[config.mk]
export PLATFORM = sky130hd
export DESIGN_NAME = tile_mem_arbiter
export DESIGN_NICKNAME = d
export VERILOG_FILES = /design/src/rtl/tile_mem_arbiter.sv
export SDC_FILE = /design/constraint.sdc
export NUM_CORES = 1
export LEC_CHECK = 0
export BUFFER_PORTS_ARGS = -buffer_cell sky130_fd_sc_hd__buf_4
export CAP_MARGIN = 40
export CORE_AREA = 4 4 111 113
export DETAILED_ROUTE_END_ITERATION = 10
export DIE_AREA = 0 0 115 117
export GPL_TIMING_DRIVEN = 0
export HOLD_SLACK_MARGIN = 0.1
export PLACE_DENSITY = 0.52
export SETUP_SLACK_MARGIN = 0.1
export SYNTH_ARGS = -nofsm -noshare
export SYNTH_HDL_FRONTEND = slang
export SYNTH_SLANG_ARGS = --single-unit
[constraint.sdc]
create_clock -name clk_i -period 5.1 [get_ports clk_i]
set_clock_uncertainty 0.05 [all_clocks]
set_input_delay 0.765 -clock clk_i [delete_from_list [all_inputs] [get_ports clk_i]]
set_output_delay 0.765 -clock clk_i [all_outputs]
set_load 0.02 [all_outputs]
[src/rtl/tile_mem_arbiter.sv]
// tile_mem_arbiter: merges N_PORTS OBI-style requestors onto a single TCDM-style memory port.
// Granted requests are tagged in an ID FIFO so that in-order memory responses are steered back
// to the port that issued them.
//
// Ports:
//   clk_i, rst_i            clock, synchronous active-high reset
//   in_req_i / in_gnt_o     per-port request / grant handshake
//   in_addr_i, in_we_i,
//   in_be_i, in_wdata_i     per-port request payload, packed port 0 in the LSBs
//   in_rvalid_o             per-port response valid
//   in_rdata_o, in_err_o    shared response data / error, qualified by in_rvalid_o
//   mem_*                   memory-side request, grant and response
//   outstanding_o           number of granted but unanswered transactions
//   spurious_o              sticky: a response arrived with nothing outstanding
module tile_mem_arbiter #(
  parameter int unsigned N_PORTS         = 2,
  parameter int unsigned ADDR_W          = 32,
  parameter int unsigned DATA_W          = 32,
  parameter int unsigned MAX_OUTSTANDING = 4,
  parameter int unsigned PRIO_MODE       = 0,
  localparam int unsigned BE_W           = DATA_W / 8,
  localparam int unsigned ID_W           = (N_PORTS > 1) ? $clog2(N_PORTS) : 1,
  localparam int unsigned CNT_W          = $clog2(MAX_OUTSTANDING + 1)
) (
  input  logic                        clk_i,
  input  logic                        rst_i,
  input  logic [N_PORTS-1:0]          in_req_i,
  output logic [N_PORTS-1:0]          in_gnt_o,
  input  logic [N_PORTS*ADDR_W-1:0]   in_addr_i,
  input  logic [N_PORTS-1:0]          in_we_i,
  input  logic [N_PORTS*BE_W-1:0]     in_be_i,
  input  logic [N_PORTS*DATA_W-1:0]   in_wdata_i,
  output logic [N_PORTS-1:0]          in_rvalid_o,
  output logic [DATA_W-1:0]           in_rdata_o,
  output logic                        in_err_o,
  output logic                        mem_req_o,
  input  logic                        mem_gnt_i,
  output logic [ADDR_W-1:0]           mem_addr_o,
  output logic                        mem_we_o,
  output logic [BE_W-1:0]             mem_be_o,
  output logic [DATA_W-1:0]           mem_wdata_o,
  input  logic                        mem_rvalid_i,
  input  logic [DATA_W-1:0]           mem_rdata_i,
  input  logic                        mem_err_i,
  output logic [CNT_W-1:0]            outstanding_o,
  output logic                        spurious_o
);

  localparam int unsigned PTR_W = (MAX_OUTSTANDING > 1) ? $clog2(MAX_OUTSTANDING) : 1;

  logic [ID_W-1:0]  fifo_q [MAX_OUTSTANDING];
  logic [ID_W-1:0]  fifo_d [MAX_OUTSTANDING];
  logic [PTR_W-1:0] wr_ptr_q, wr_ptr_d, rd_ptr_q, rd_ptr_d;
  logic [CNT_W-1:0] cnt_q, cnt_d;
  logic [ID_W-1:0]  rr_q, rr_d, lock_idx_q, lock_idx_d;
  logic             lock_q, lock_d, spurious_q, spurious_d;

  logic [ID_W-1:0]  arb_sel, sel, head;
  logic             full, mem_req, hs, pop;

  // Pointer increment with wrap for depths that are not a power of two.
  function automatic logic [PTR_W-1:0] ptr_inc(input logic [PTR_W-1:0] p);
    if (p == PTR_W'(MAX_OUTSTANDING - 1)) return '0;
    return p + PTR_W'(1);
  endfunction

  // Arbitration: round-robin scans upward from rr_q with wrap, fixed priority from index 0.
  always_comb begin
    int unsigned idx;
    logic        found;
    arb_sel = '0;
    found   = 1'b0;
    idx     = 0;
    for (int unsigned i = 0; i < N_PORTS; i++) begin
      idx = (PRIO_MODE == 0) ? (32'(rr_q) + i) % N_PORTS : i;
      if (!found && in_req_i[idx]) begin
        arb_sel = ID_W'(idx);
        found   = 1'b1;
      end
    end
  end

  // A stalled request stays pinned to its port until the memory accepts it.
  assign sel     = lock_q ? lock_idx_q : arb_sel;
  assign head    = fifo_q[rd_ptr_q];
  assign full    = (cnt_q == CNT_W'(MAX_OUTSTANDING));
  // Full depends only on registered count, so rvalid never opens a grant in the same cycle.
  assign mem_req = !rst_i && !full && (lock_q || (|in_req_i));
  assign hs      = mem_req && mem_gnt_i;
  assign pop     = !rst_i && mem_rvalid_i && (cnt_q != '0);

  always_comb begin
    in_gnt_o    = '0;
    in_rvalid_o = '0;
    mem_addr_o  = '0;
    mem_we_o    = 1'b0;
    mem_be_o    = '0;
    mem_wdata_o = '0;
    for (int unsigned p = 0; p < N_PORTS; p++) begin
      if (!rst_i && sel == ID_W'(p)) begin
        mem_addr_o  = in_addr_i[p*ADDR_W +: ADDR_W];
        mem_we_o    = in_we_i[p];
        mem_be_o    = in_be_i[p*BE_W +: BE_W];
        mem_wdata_o = in_wdata_i[p*DATA_W +: DATA_W];
        in_gnt_o[p] = hs;
      end
      if (pop && head == ID_W'(p)) in_rvalid_o[p] = 1'b1;
    end
  end

  assign mem_req_o     = mem_req;
  assign in_rdata_o    = pop ? mem_rdata_i : '0;
  assign in_err_o      = pop & mem_err_i;
  assign outstanding_o = rst_i ? '0 : cnt_q;
  assign spurious_o    = !rst_i && spurious_q;

  always_comb begin
    fifo_d     = fifo_q;
    wr_ptr_d   = wr_ptr_q;
    rd_ptr_d   = rd_ptr_q;
    cnt_d      = cnt_q;
    rr_d       = rr_q;
    lock_d     = lock_q;
    lock_idx_d = lock_idx_q;
    spurious_d = spurious_q;

    if (hs) begin
      fifo_d[wr_ptr_q] = sel;
      wr_ptr_d         = ptr_inc(wr_ptr_q);
      lock_d           = 1'b0;
      if (PRIO_MODE == 0) begin
        rr_d = (sel == ID_W'(N_PORTS - 1)) ? '0 : sel + ID_W'(1);
      end
    end else if (mem_req) begin
      lock_d     = 1'b1;
      lock_idx_d = sel;
    end

    if (pop) rd_ptr_d = ptr_inc(rd_ptr_q);
    if (mem_rvalid_i && cnt_q == '0) spurious_d = 1'b1;

    unique case ({hs, pop})
      2'b10:   cnt_d = cnt_q + CNT_W'(1);
      2'b01:   cnt_d = cnt_q - CNT_W'(1);
      default: cnt_d = cnt_q;
    endcase
  end

  always_ff @(posedge clk_i) begin
    if (rst_i) begin
      for (int unsigned i = 0; i < MAX_OUTSTANDING; i++) fifo_q[i] <= '0;
      wr_ptr_q   <= '0;
      rd_ptr_q   <= '0;
      cnt_q      <= '0;
      rr_q       <= '0;
      lock_q     <= 1'b0;
      lock_idx_q <= '0;
      spurious_q <= 1'b0;
    end else begin
      fifo_q     <= fifo_d;
      wr_ptr_q   <= wr_ptr_d;
      rd_ptr_q   <= rd_ptr_d;
      cnt_q      <= cnt_d;
      rr_q       <= rr_d;
      lock_q     <= lock_d;
      lock_idx_q <= lock_idx_d;
      spurious_q <= spurious_d;
    end
  end

endmodule

Yosys cells after proc, flatten, opt, wreduce, memory -nomap -nowiden
Index checks and enable logic that the tools add are counted.
Widths: inputs -> output; s select.
{"block": "classes", "eq_ne": 5, "order_cmp": 5, "n_bitwise": 6, "add_sub_neg": 6, "mux": 38, "n_reduce_logical": 23}
{"cell": "$mux 32", "count": 5}
{"cell": "$mux 1", "count": 22}
{"cell": "$logic_and 1x1->1", "count": 13}
{"cell": "$mux 2", "count": 4}
{"cell": "$mux 4", "count": 2}
{"cell": "$eq 2x2->1 const B", "count": 3}
{"cell": "$ge 3x3->1 const B", "count": 2}
{"cell": "$not 2->3", "count": 2}
{"cell": "$pmux 3 s2", "count": 1}
{"cell": "$add 2x1->2 const B", "count": 2}
{"cell": "$bwmux 4", "count": 1}
{"cell": "$lt 1x2->1 const B", "count": 2}
{"cell": "$reduce_or 2->1", "count": 2}
{"cell": "$add 3x1->3 const B", "count": 1}
{"cell": "$eq 3x3->1 const B", "count": 1}
{"cell": "$logic_not 1->1", "count": 3}
{"cell": "$logic_not 3->1", "count": 1}
{"cell": "$lt 3x1->1 const B", "count": 1}
{"cell": "$mux 3", "count": 1}
{"cell": "$not 1->1", "count": 3}
{"cell": "$reduce_bool 3->1", "count": 1}
{"cell": "$sub 3x1->3 const B", "count": 1}
{"cell": "$add 1x1->1 const B", "count": 2}
{"cell": "$bmux 1 s2", "count": 1}
{"cell": "other kinds (6)", "count": 6}
{"block": "word_totals", "out_inout_bits": 111, "input_bits": 177, "reg_bits": 15, "word_cells": 94}

Depth between registers and ports, before layout
{"block": "logic_depth", "ltp_word": 11, "mapped_depth": 9, "ltp_nobuf": 9}

Worst setup path before layout
No wires, ideal clock.
{"block": "synth_timing", "path_kind": "input port to output port", "start": "input in_req_i[0]", "end": "output mem_addr_o[0]", "required_time_ns": 4.285, "slack_ns": 2.474, "path_buffers": 2, "stages": 6, "arrival_time_ns": 1.811, "path_cell_list": "nor2b_1 > o21a_1 > buf_4 > buf_4 > nand2_1 > a21oi_1"}
{"block": "synth_between", "elab_chain_len": 11, "word_cells_on_any_way": 15, "classes_between": "10 x mux; 1 x bitwise; 4 x reduce/logical"}
{"element": "start, declared", "line": "27", "text": "input logic [N_PORTS-1:0] in_req_i,"}
{"element": "$mux 1 (not written as such) (2 in a row)", "line": "76", "text": "if (!found && in_req_i[idx]) begin"}
{"element": "$mux 1", "line": "76"}
{"element": "$logic_not 1->1", "line": "76"}
{"element": "$logic_and 1x1->1", "line": "76"}
{"element": "$mux 1 *", "line": "76"}
{"element": "$mux 1 *", "line": "84", "text": "assign sel = lock_q ? lock_idx_q : arb_sel;"}
{"element": "$not 1->1", "line": "100", "text": "if (!rst_i && sel == ID_W'(p)) begin"}
{"element": "$logic_and 1x1->1", "line": "100"}
{"element": "$mux 32", "line": "100"}
{"element": "$mux 32 *", "line": "100"}
{"element": "end, declared", "line": "38", "text": "output logic [ADDR_W-1:0] mem_addr_o,"}
Mark *: on every way between the ends. The rest lies on a longest branch, timed or not. The select of a mux whose other input is x is not followed.

Worst setup path in the final report
{"block": "layout_timing", "start": "input in_req_i[0]", "end": "output mem_we_o"}
{"block": "layout_between", "elab_chain_len": 11, "word_cells_on_any_way": 15, "classes_between": "10 x mux; 1 x bitwise; 4 x reduce/logical"}
{"element": "$mux 1 (not written as such) (2 in a row)", "line": "76"}
{"element": "$mux 1", "line": "76"}
{"element": "$logic_not 1->1", "line": "76"}
{"element": "$logic_and 1x1->1", "line": "76"}
{"element": "$mux 1 *", "line": "76"}
{"element": "$mux 1 *", "line": "84"}
{"element": "$not 1->1", "line": "100"}
{"element": "$logic_and 1x1->1", "line": "100"}
{"element": "$mux 1", "line": "100"}
{"element": "$mux 1 *", "line": "100"}
{"element": "end, declared", "line": "39", "text": "output logic mem_we_o,"}
Marked as above.

==> flow_metrics.py <==
metrics = {
    "place": {
        "placed_area_mm2": 0.00436,
        "hpwlAfterDp_um": 10400,
        "dpl_worst_slack_ns": 1.96,
        "gp_congestion": 0.854,
        "io_buffers": 287,
        "numPlacedInstances": 786,
    },
    "clock_network": {
        "path_clk_slew_ns": 0.05,
        "cts_tree": "built",
        "cts-resized-gates": 0,
        "insertion_delay_ns": 0.24,
        "postCtsSetupBuffers": 0,
        "clock_path_buffers": 2,
        "root_buffer": "clkbuf_16",
        "hold_buffers": 0,
        "cts_max_level": 1,
        "cts.sinks": 15,
        "numCtsBuffers": 3,
    },
    "run": {
        "cap_violations": 0,
    },
    "yosys": {
        "syn_nets": 540,
        "synth_top_family_by_area": "simple AND/OR/NAND/NOR gates",
        "synth_cell_type_count": 33,
        "synthTopCellsByArea": "nand2_1, a21oi_1, dfxtp_1",
        "synth_edf_count": 0,
        "yosysMostFrequentCell": "nand2_1",
        "synth_top_flop_cell": "dfxtp_1",
        "synthArstFlopShare": 0,
        "synth_area_leader_cell": "nand2_1",
        "yosysWarningCount": 0,
        "synth_adder_area_share": 0.0468,
        "synth_cells": 356,
        "synth.top_cell.area_share": 0.261,
        "muxShareOfSynthArea": 0.0160,
        "synth_xor_area_frac": 0.00863,
        "ys_seq_area_frac": 0.148,
        "syn-cell-area_mm2": 0.00203,
        "synth_compound_area_frac": 0.237,
        "ys_ff_latch": 15,
        "synth_common_cells": "nand2_1, a21oi_1, and2_1",
        "syn_avg_cell_area_um2": 5.70,
        "synthSimpleGateAreaFrac": 0.458,
    },
    "worst_setup_path": {
        "r2r_start": "cnt_q[0]",
        "r2r_slack_ns": 2.57,
        "critPathLaunchType": "input pin",
        "crit_fanout": 10,
        "r2r-end": "cnt_q[2]",
        "end_kind": "output pin",
        "required_ns": 4.28,
        "worst_ep_arrival_time_ns": 2.31,
        "path_class": "in2out",
        "reg2regPathDepth": 9,
    },
    "sta": {
        "setup_ws_ns": 1.98,
        "slew_headroom": 0.579,
        "drv_slew": 0,
        "setup_viol": 0,
        "fin_crit_sh": 0.612,
        "post-route-min-period_ns": 3.12,
        "worst_pin_slew_ns": 0.632,
        "finalHoldViolations": 0,
        "max_freq_mhz": 320,
        "rsz0062_at_grt": "no",
        "setup_tns_ns": 0,
    },
    "floorplan": {
        "die_y_um": 117,
        "dieArea_mm2": 0.0135,
        "die_x_um": 115,
        "core-area_mm2": 0.0113,
        "pin_count": 288,
        "rows": 39,
        "start_util": 0.179,
    },
    "global_route": {
        "grt_pass1_vias": 3403,
        "grt_pass1_wl_um": 17500,
        "antenna_found_initial": 0,
        "grt_use_total": 0.164,
        "grt_max_degree": 11,
        "overflow": 0,
    },
    "detailed_routing": {
        "drc": 0,
        "first_iter_violations": 158,
        "antenna_left": 0,
        "via_per_inst": 4.37,
        "avgRoutedWirePerCell_um": 15.3,
        "first_pass_iters": 4,
        "wl_um": 12100,
        "vias": 3449,
    },
    "final_layout": {
        "drive_above_1_share": 0.488,
        "final_cells": 790,
        "final_nets": 832,
        "area.growth.synth_to_final_pct": 119,
        "antenna_cells": 0,
        "final_util": 0.393,
        "final_area_mm2": 0.00444,
    },
    "pwr": {
        "sw_frac_of_total": 0.400,
        "p_comb_frac": 0.624,
        "pwr-share-seq": 0.178,
        "p_clk_frac": 0.198,
        "leakage_nw": 2.36,
        "power_density_mw_per_mm2": 174,
        "vdd_drop_max_v": 0.0000926,
        "p_int_uw": 464,
        "p_sw_uw": 309,
    },
    "hold_path": {
        "min_to": "spurious_q",
        "min_path_type": "reg2reg",
        "holdPathStages": 2,
        "min_from": "spurious_q",
    },
    "status": {
        "outcome": "finished clean",
    },
}
-- worst max-delay path by stage --
stage,from,to,slack (ns),cells after the start
floorplan,in_req_i[0],mem_addr_o[0],2.47,6
global placement,in_req_i[0],mem_we_o,2.00,7
detailed placement,in_req_i[0],mem_we_o,1.96,7
CTS,in_req_i[0],mem_we_o,1.95,7
global route,in_req_i[0],mem_we_o,1.84,7
finish,in_req_i[0],mem_we_o,1.98,7
-- state kept, by name (all words and copies together), names as in the netlist --
register    cells
rr_q            1
lock_q          1
fifo_q          4
wr_ptr_q        2
cnt_q           3
rd_ptr_q        2
lock_idx_q      1
spurious_q      1
-- power groups by stage --
stage,sequential [mW],clock (mW),combinational [mW]
floorplan,0.137,0,0.241
CTS,0.138,0.157,0.490
global placement,0.140,0,0.484
global route,0.139,0.162,0.528
detailed placement,0.140,0,0.488
finish,0.138,0.153,0.483
-- layer usage --
metal / up-vias / share of wire / track usage
met5: - / 0 / 0
met4: 0 / 0.013 / 0.0352
met3: 14 / 0.11 / 0.0365
met2: 211 / 0.50 / 0.309
met1: 1486 / 0.38 / 0.189
li1: 1738 / - / -
-- cells in the final DEF (no fill, tap or decap), types with 2 or more instances in the layout --
| master | netlist | routed |
|---|---|---|
| clkbuf_16 | 0 | 3 |
| clkbuf_1 | 12 | 12 |
| inv_1 | 5 | 5 |
| nor3_1 | 5 | 5 |
| and2_1 | 34 | 34 |
| buf_4 | 6 | 293 |
| buf_2 | 10 | 10 |
| dfxtp_1 | 15 | 15 |
| ha_1 | 6 | 6 |
| nand2b_1 | 4 | 4 |
| nand2_1 | 141 | 141 |
| xor2_1 | 2 | 2 |
| a311oi_1 | 3 | 3 |
| o21ai_0 | 2 | 2 |
| nor3b_2 | 2 | 2 |
| nor2_1 | 14 | 14 |
| a21oi_1 | 75 | 75 |
| nor2b_1 | 4 | 4 |
-- cell type report --
cell class | count | area [um^2]
timing repair buffer | 287 | 2150
clock inverter | 1 | 5.00
fill | 1240 | 6880
tap | 143 | 179
buffer | 30 | 155
inverter | 5 | 18.8
sequential | 15 | 300
multi-input combinational | 306 | 1560
clock buffer | 3 | 75.1
-- per-stage QoR --
stage	hold slack, ns	power [mW]
floorplan	0.379	0.379
global placement	0.394	0.623
detailed placement	0.409	0.628
CTS	0.422	0.785
global route	0.468	0.829
finish	0.423	0.773
-- worst max-delay path, cell delays in order --
cell and delay, ns:
buf_4 0.09, nor2b_1 0.19, o21a_1 0.18, clkbuf_1 0.50
nand2_1 0.13, a21oi_1 0.25, buf_4 0.20
-- cells by family (layout without fill, tap and decap cells) --
group           Yosys count  in the layout
xor+xnor                  2              2
buf+inv                  35            326
mux                       2              2
simple gates            207            207
compound gates           88             88
fa+ha+maj                 7              7
flops                    15             15
No activity file was read; power rests on OpenSTA's default activity.
